File: src/rtl/mac_operand_gate.sv
// mac_operand_gate: per-channel operand hold bank for the MAC array; freezes operands after idle_th idle cycles.
// Build option: define ZERO_SKIP_EN to skip loading zero operands and flag those lanes on o_out_zero.
module mac_operand_gate #(
  parameter int bw      = 8,
  parameter int ch      = 4,
  parameter int idle_th = 4
) (
  input  logic              i_clk,
  input  logic              i_reset,
  input  logic              i_in_valid,
  output logic              o_in_ready,
  input  logic [ch*bw-1:0]  i_in_data,
  input  logic [ch-1:0]     i_ch_en,
  output logic [ch*bw-1:0]  o_out_data,
  output logic              o_out_valid,
  output logic [ch-1:0]     o_out_zero,
  output logic              o_gated
);

  // state     | meaning
  // ST_ACTIVE | beat accepted last cycle (or just out of reset/wake)
  // ST_IDLE   | counting idle cycles toward gating
  // ST_GATED  | operand registers frozen, not ready
  // ST_WAKE   | one-cycle exit from GATED, not ready
  typedef enum logic [1:0] {
    ST_ACTIVE = 2'd0,
    ST_IDLE   = 2'd1,
    ST_GATED  = 2'd2,
    ST_WAKE   = 2'd3
  } state_t;

  localparam int CW = (idle_th > 0) ? $clog2(idle_th + 1) : 1;
  localparam logic [CW-1:0] GATE_AT = (idle_th > 0) ? CW'(idle_th - 1) : '0;
  localparam logic [CW-1:0] CNT_MAX = {CW{1'b1}};

  state_t           r_state;
  state_t           w_state_nxt;
  logic [CW-1:0]    r_idle_cnt;
  logic [CW-1:0]    w_idle_cnt_nxt;
  logic             w_accept;
  logic [ch*bw-1:0] r_data;
  logic             r_valid;

  assign o_in_ready  = (r_state == ST_ACTIVE) || (r_state == ST_IDLE);
  assign o_gated     = (r_state == ST_GATED);
  assign w_accept    = i_in_valid && o_in_ready;
  assign o_out_data  = r_data;
  assign o_out_valid = r_valid;

  always_ff @(posedge i_clk or posedge i_reset) begin
    if (i_reset) begin
      r_state    <= ST_ACTIVE;
      r_idle_cnt <= '0;
    end else begin
      r_state    <= w_state_nxt;
      r_idle_cnt <= w_idle_cnt_nxt;
    end
  end

  always_comb begin
    w_state_nxt    = r_state;
    w_idle_cnt_nxt = r_idle_cnt;
    case (r_state)
      ST_ACTIVE: begin
        if (w_accept) begin
          w_idle_cnt_nxt = '0;
        end else if (idle_th != 0) begin
          w_state_nxt    = ST_IDLE;
          w_idle_cnt_nxt = CW'(1);
        end
      end
      ST_IDLE: begin
        if (w_accept) begin
          w_state_nxt    = ST_ACTIVE;
          w_idle_cnt_nxt = '0;
        end else if (r_idle_cnt >= GATE_AT) begin
          // >= keeps idle_th=1 from counting forever
          w_state_nxt = ST_GATED;
        end else if (r_idle_cnt != CNT_MAX) begin
          w_idle_cnt_nxt = CW'(r_idle_cnt + 1'b1);
        end
      end
      ST_GATED: begin
        if (i_in_valid) begin
          w_state_nxt = ST_WAKE;
        end
      end
      ST_WAKE: begin
        w_state_nxt    = ST_ACTIVE;
        w_idle_cnt_nxt = '0;
      end
      default: begin
        w_state_nxt    = ST_ACTIVE;
        w_idle_cnt_nxt = '0;
      end
    endcase
  end

`ifdef ZERO_SKIP_EN
  logic [ch-1:0] r_zero;

  assign o_out_zero = r_zero;

  always_ff @(posedge i_clk or posedge i_reset) begin
    if (i_reset) begin
      r_data  <= '0;
      r_valid <= 1'b0;
      r_zero  <= '0;
    end else begin
      r_valid <= w_accept;
      if (w_accept) begin
        for (int k = 0; k < ch; k++) begin
          if (i_ch_en[k]) begin
            if (i_in_data[k*bw +: bw] == '0) begin
              r_zero[k] <= 1'b1;
            end else begin
              r_data[k*bw +: bw] <= i_in_data[k*bw +: bw];
              r_zero[k]          <= 1'b0;
            end
          end
        end
      end
    end
  end
`else
  assign o_out_zero = '0;

  always_ff @(posedge i_clk or posedge i_reset) begin
    if (i_reset) begin
      r_data  <= '0;
      r_valid <= 1'b0;
    end else begin
      r_valid <= w_accept;
      if (w_accept) begin
        for (int k = 0; k < ch; k++) begin
          if (i_ch_en[k]) begin
            r_data[k*bw +: bw] <= i_in_data[k*bw +: bw];
          end
        end
      end
    end
  end
`endif

endmodule

File: config.mk
export PLATFORM = sky130hd
export DESIGN_NAME = mac_operand_gate
export DESIGN_NICKNAME = d
export VERILOG_FILES = /design/src/rtl/mac_operand_gate.sv
export SDC_FILE = /design/constraint.sdc
export NUM_CORES = 1
export LEC_CHECK = 0
export ABC_AREA = 0
export BUFFER_PORTS_ARGS = -buffer_cell sky130_fd_sc_hd__buf_4
export CAP_MARGIN = 25
export CORE_AREA = 5 5 66 68
export CTS_CLUSTER_SIZE = 12
export DETAILED_ROUTE_END_ITERATION = 16
export DIE_AREA = 0 0 71 73
export PLACE_DENSITY = 0.78
export SLEW_MARGIN = 25
export SYNTH_ARGS = -nofsm -noshare
export SYNTH_HDL_FRONTEND = slang
export SYNTH_SLANG_ARGS = --single-unit
File: constraint.sdc
create_clock -name i_clk -period 4.4 [get_ports i_clk]
set_input_delay 0.22 -clock i_clk [delete_from_list [all_inputs] [get_ports i_clk]]
set_output_delay 0.22 -clock i_clk [all_outputs]
set_load 0.1 [all_outputs]
==> results.yml <==
run_status:
  status: "completed"
yosys:
  synth-seq-cells: 38
  syn-cell-area_sq_mm: 0.00177
  synth_mux_area_frac: 0.278
  syn_inst: 107
  synth_compound_area_frac: 0.0340
  synth.area.top_cells: "dfrtp_1, mux2_4, nand2_8, ha_1, buf_4"
  synth_top_family_by_area: "multiplexers"
  synth-main-ff-cell: "dfrtp_1"
  synth_top_area_frac: 0.538
  synth_top_area_cell: "dfrtp_1"
  avgSynthCellArea_sq_um: 16.5
  synthArstFlopShare: 1.00
  synthAdderAreaFrac: 0.0212
  synth_seq_area_share: 0.538
  synth_edf_count: 0
  yosys_warnings: 0
  synth_xor_area_frac: 0
  synthDistinctLibCells: 25
  synth_simple_gate_area_frac: 0.0899
timing:
  fin_tns_setup_ns: 0
  worst_hold_slack_ns: 0.0476
  setup_viol: 0
  rsz0062_at_grt: "no"
  slew_viol_final: 0
  hold_violations: 0
  tightestPinTransition_ns: 0.532
  period_needed_ns: 1.73
  slew_headroom: 0.645
  skew_ns: 0.00405
  max_freq_mhz: 576
  min_period_over_period: 0.394
critical_path:
  reg2reg_slack_ns: 2.67
  path_common_cell: "ha_1"
  critical_path_class: "reg -> reg"
  cp_num_buf_inv: 0
  worstPathCellList: "ha_1, ha_1, nor4_1, o21ai_1, a22o_1"
  cp_top_family: "adder cells"
  max_stage_delay_ns: 0.44
  crit_path_max_fanout: 7
  start_kind: "flop"
  arrival_ns: 1.91
  critPathSlowestCell: "dfrtp_1"
  end_kind: "flop"
  cp.required_ns: 4.58
final_layout:
  finalNonFillerCells: 237
  syn_to_final_growth_pct: 38.8
  finalNetCount: 228
  final_core_util: 0.646
  layout-drive-gt1-share: 0.642
  regArea_sq_um: 951
  multi_input_area_sq_um: 762
  antenna_cells: 0
  nFillCells: 309
die:
  core_sq_mm: 0.00380
  fp.dieW_microns: 71
  start_util: 0.465
  fp.dieH_microns: 73
  top_level_ports: 78
  row_count: 23
  die_area_sq_mm: 0.00518
power_and_ir_drop:
  swShare: 0.535
  seqPwrFrac: 0.264
  clockPowerShare: 0.138
  power.switching_w: 0.00109
  p_int_w: 0.000949
  leakage_nw: 1.28
  powerDensity_mw_per_mm2: 832
  p_comb_frac: 0.598
  vdd_ir_drop_max_mv: 0.436
cts:
  cts_max_level: 2
  cts_root_buf: "clkbuf_8"
  clk_pin_slew_ns: 0.07
  clock-sinks: 38
  cts_buffer_depth: 2
  clk_latency_ns: 0.28
  hold_buffers: 0
  cts_resized: 0
  post_cts_buffers: 0
  cts_buffers: 5
  tritoncts: "built"
detailed_routing:
  routedWlPerCell_microns: 16.3
  wirelength_mm: 3.87
  drt_first_pass_iters: 4
  dr.first_iter.drc_count: 47
  ant_nets: 0
  vias: 1123
  vias_per_cell: 4.74
  post-route-drc-count: 0
place:
  routabilityCongestion: 0.730
  dp_cells: 229
  numPortBuffers: 73
  dp_hpwl_mm: 2.96
hold_path:
  worstHoldPathType: "in -> async"
global_route:
  antenna_found_initial: 0
  grt_pass1_vias: 1182
  gr-total-overflow: 0
  grt_pass1_wl_mm: 5.87
  track_usage: 0.150
  grt_max_degree: 39
run:
  maxCapViolCount: 0
## metal layers
metal / routed length [microns] / GRT usage / up-vias
met5: 0 / 0 / -
met4: 55 / 0.0626 / 0
met3: 224 / 0.0565 / 7
met2: 2100 / 0.247 / 38
met1: 1480 / 0.178 / 554
li1: - / - / 524
## worst min-delay path, stage by stage
cell   delay (ns)
buf_4        0.11
inv_1        0.04
buf_4        0.40
## layout by cell type, fill, tap and decap left out, drive strengths merged, types with 2 or more instances in the layout
| cell | n |
|---|---|
| a21oi | 2 |
| buf | 74 |
| clkbuf | 7 |
| conb | 4 |
| dfrtp | 38 |
| ha | 3 |
| inv | 4 |
| mux2 | 32 |
| nand2 | 5 |
| nand2b | 3 |
| nor2b | 3 |
| o21ai | 2 |
## registers in the layout, indices dropped and copies added (netlist names), named ones only
signal,flops
r_state,1
o_out_valid,1
r_idle_cnt,3
o_out_data,32
## final timing paths
kind,from,end,cells past startpoint
setup / recovery,r_idle_cnt[0],r_idle_cnt[1],5
hold / removal,i_reset,o_out_data[17],3
setup reg to reg,r_idle_cnt[0],r_idle_cnt[1],5
hold reg to reg,o_out_data[0],o_out_data[0],1
max in group asynchronous,i_reset,o_out_data[27],3
min in group i_clk,i_in_valid,r_state[0],2
## cell families (layout without fill, tap and decap cells)
kind of cell	Yosys count	count (layout)
compound gates	9	9
flops	38	38
mux	33	33
buf+inv	9	86
simple gates	14	14
other cells	1	4
fa+ha+maj	3	3
## synthesized netlist by cell type (2+ instances only)
cell,number
ha_1,3
inv_1,4
buf_4,4
dfrtp_1,38
mux2_4,32
nand2b_1,3
nand2_8,4
a21oi_1,2
## per-stage QoR
stage / cell area [sq um] / total power (W) / setup WS [ns]
after global routing: 2450 / 0.00211 / 2.63
after global placement: 2350 / 0.00174 / 2.90
after CTS: 2450 / 0.00206 / 2.70
final: 2450 / 0.00204 / 2.67
after floorplan: 1780 / 0.00152 / 2.95
after detailed placement: 2350 / 0.00176 / 2.78
## power by group through the flow
stage / clock network [W] / registers, W / logic, W
6_report: 0.000282 / 0.000538 / 0.00122
5_1_grt: 0.000305 / 0.000551 / 0.00125
3_5_place_dp: 0 / 0.000544 / 0.00122
4_1_cts: 0.000292 / 0.000538 / 0.00123
3_3_place_gp: 0 / 0.000533 / 0.00121
2_1_floorplan: 0 / 0.00121 / 0.000312
## cell type report
type,instances,share of cell area
Timing Repair Buffer,74,0.227
Clock inverter,1,0.0122
Multi-Input combinational cell,63,0.311
Clock buffer,7,0.0311
Inverter,4,0.00612
Tap cell,50,0.0255
Sequential cell,38,0.388
Note: power is estimated with default switching activity, not from simulation.
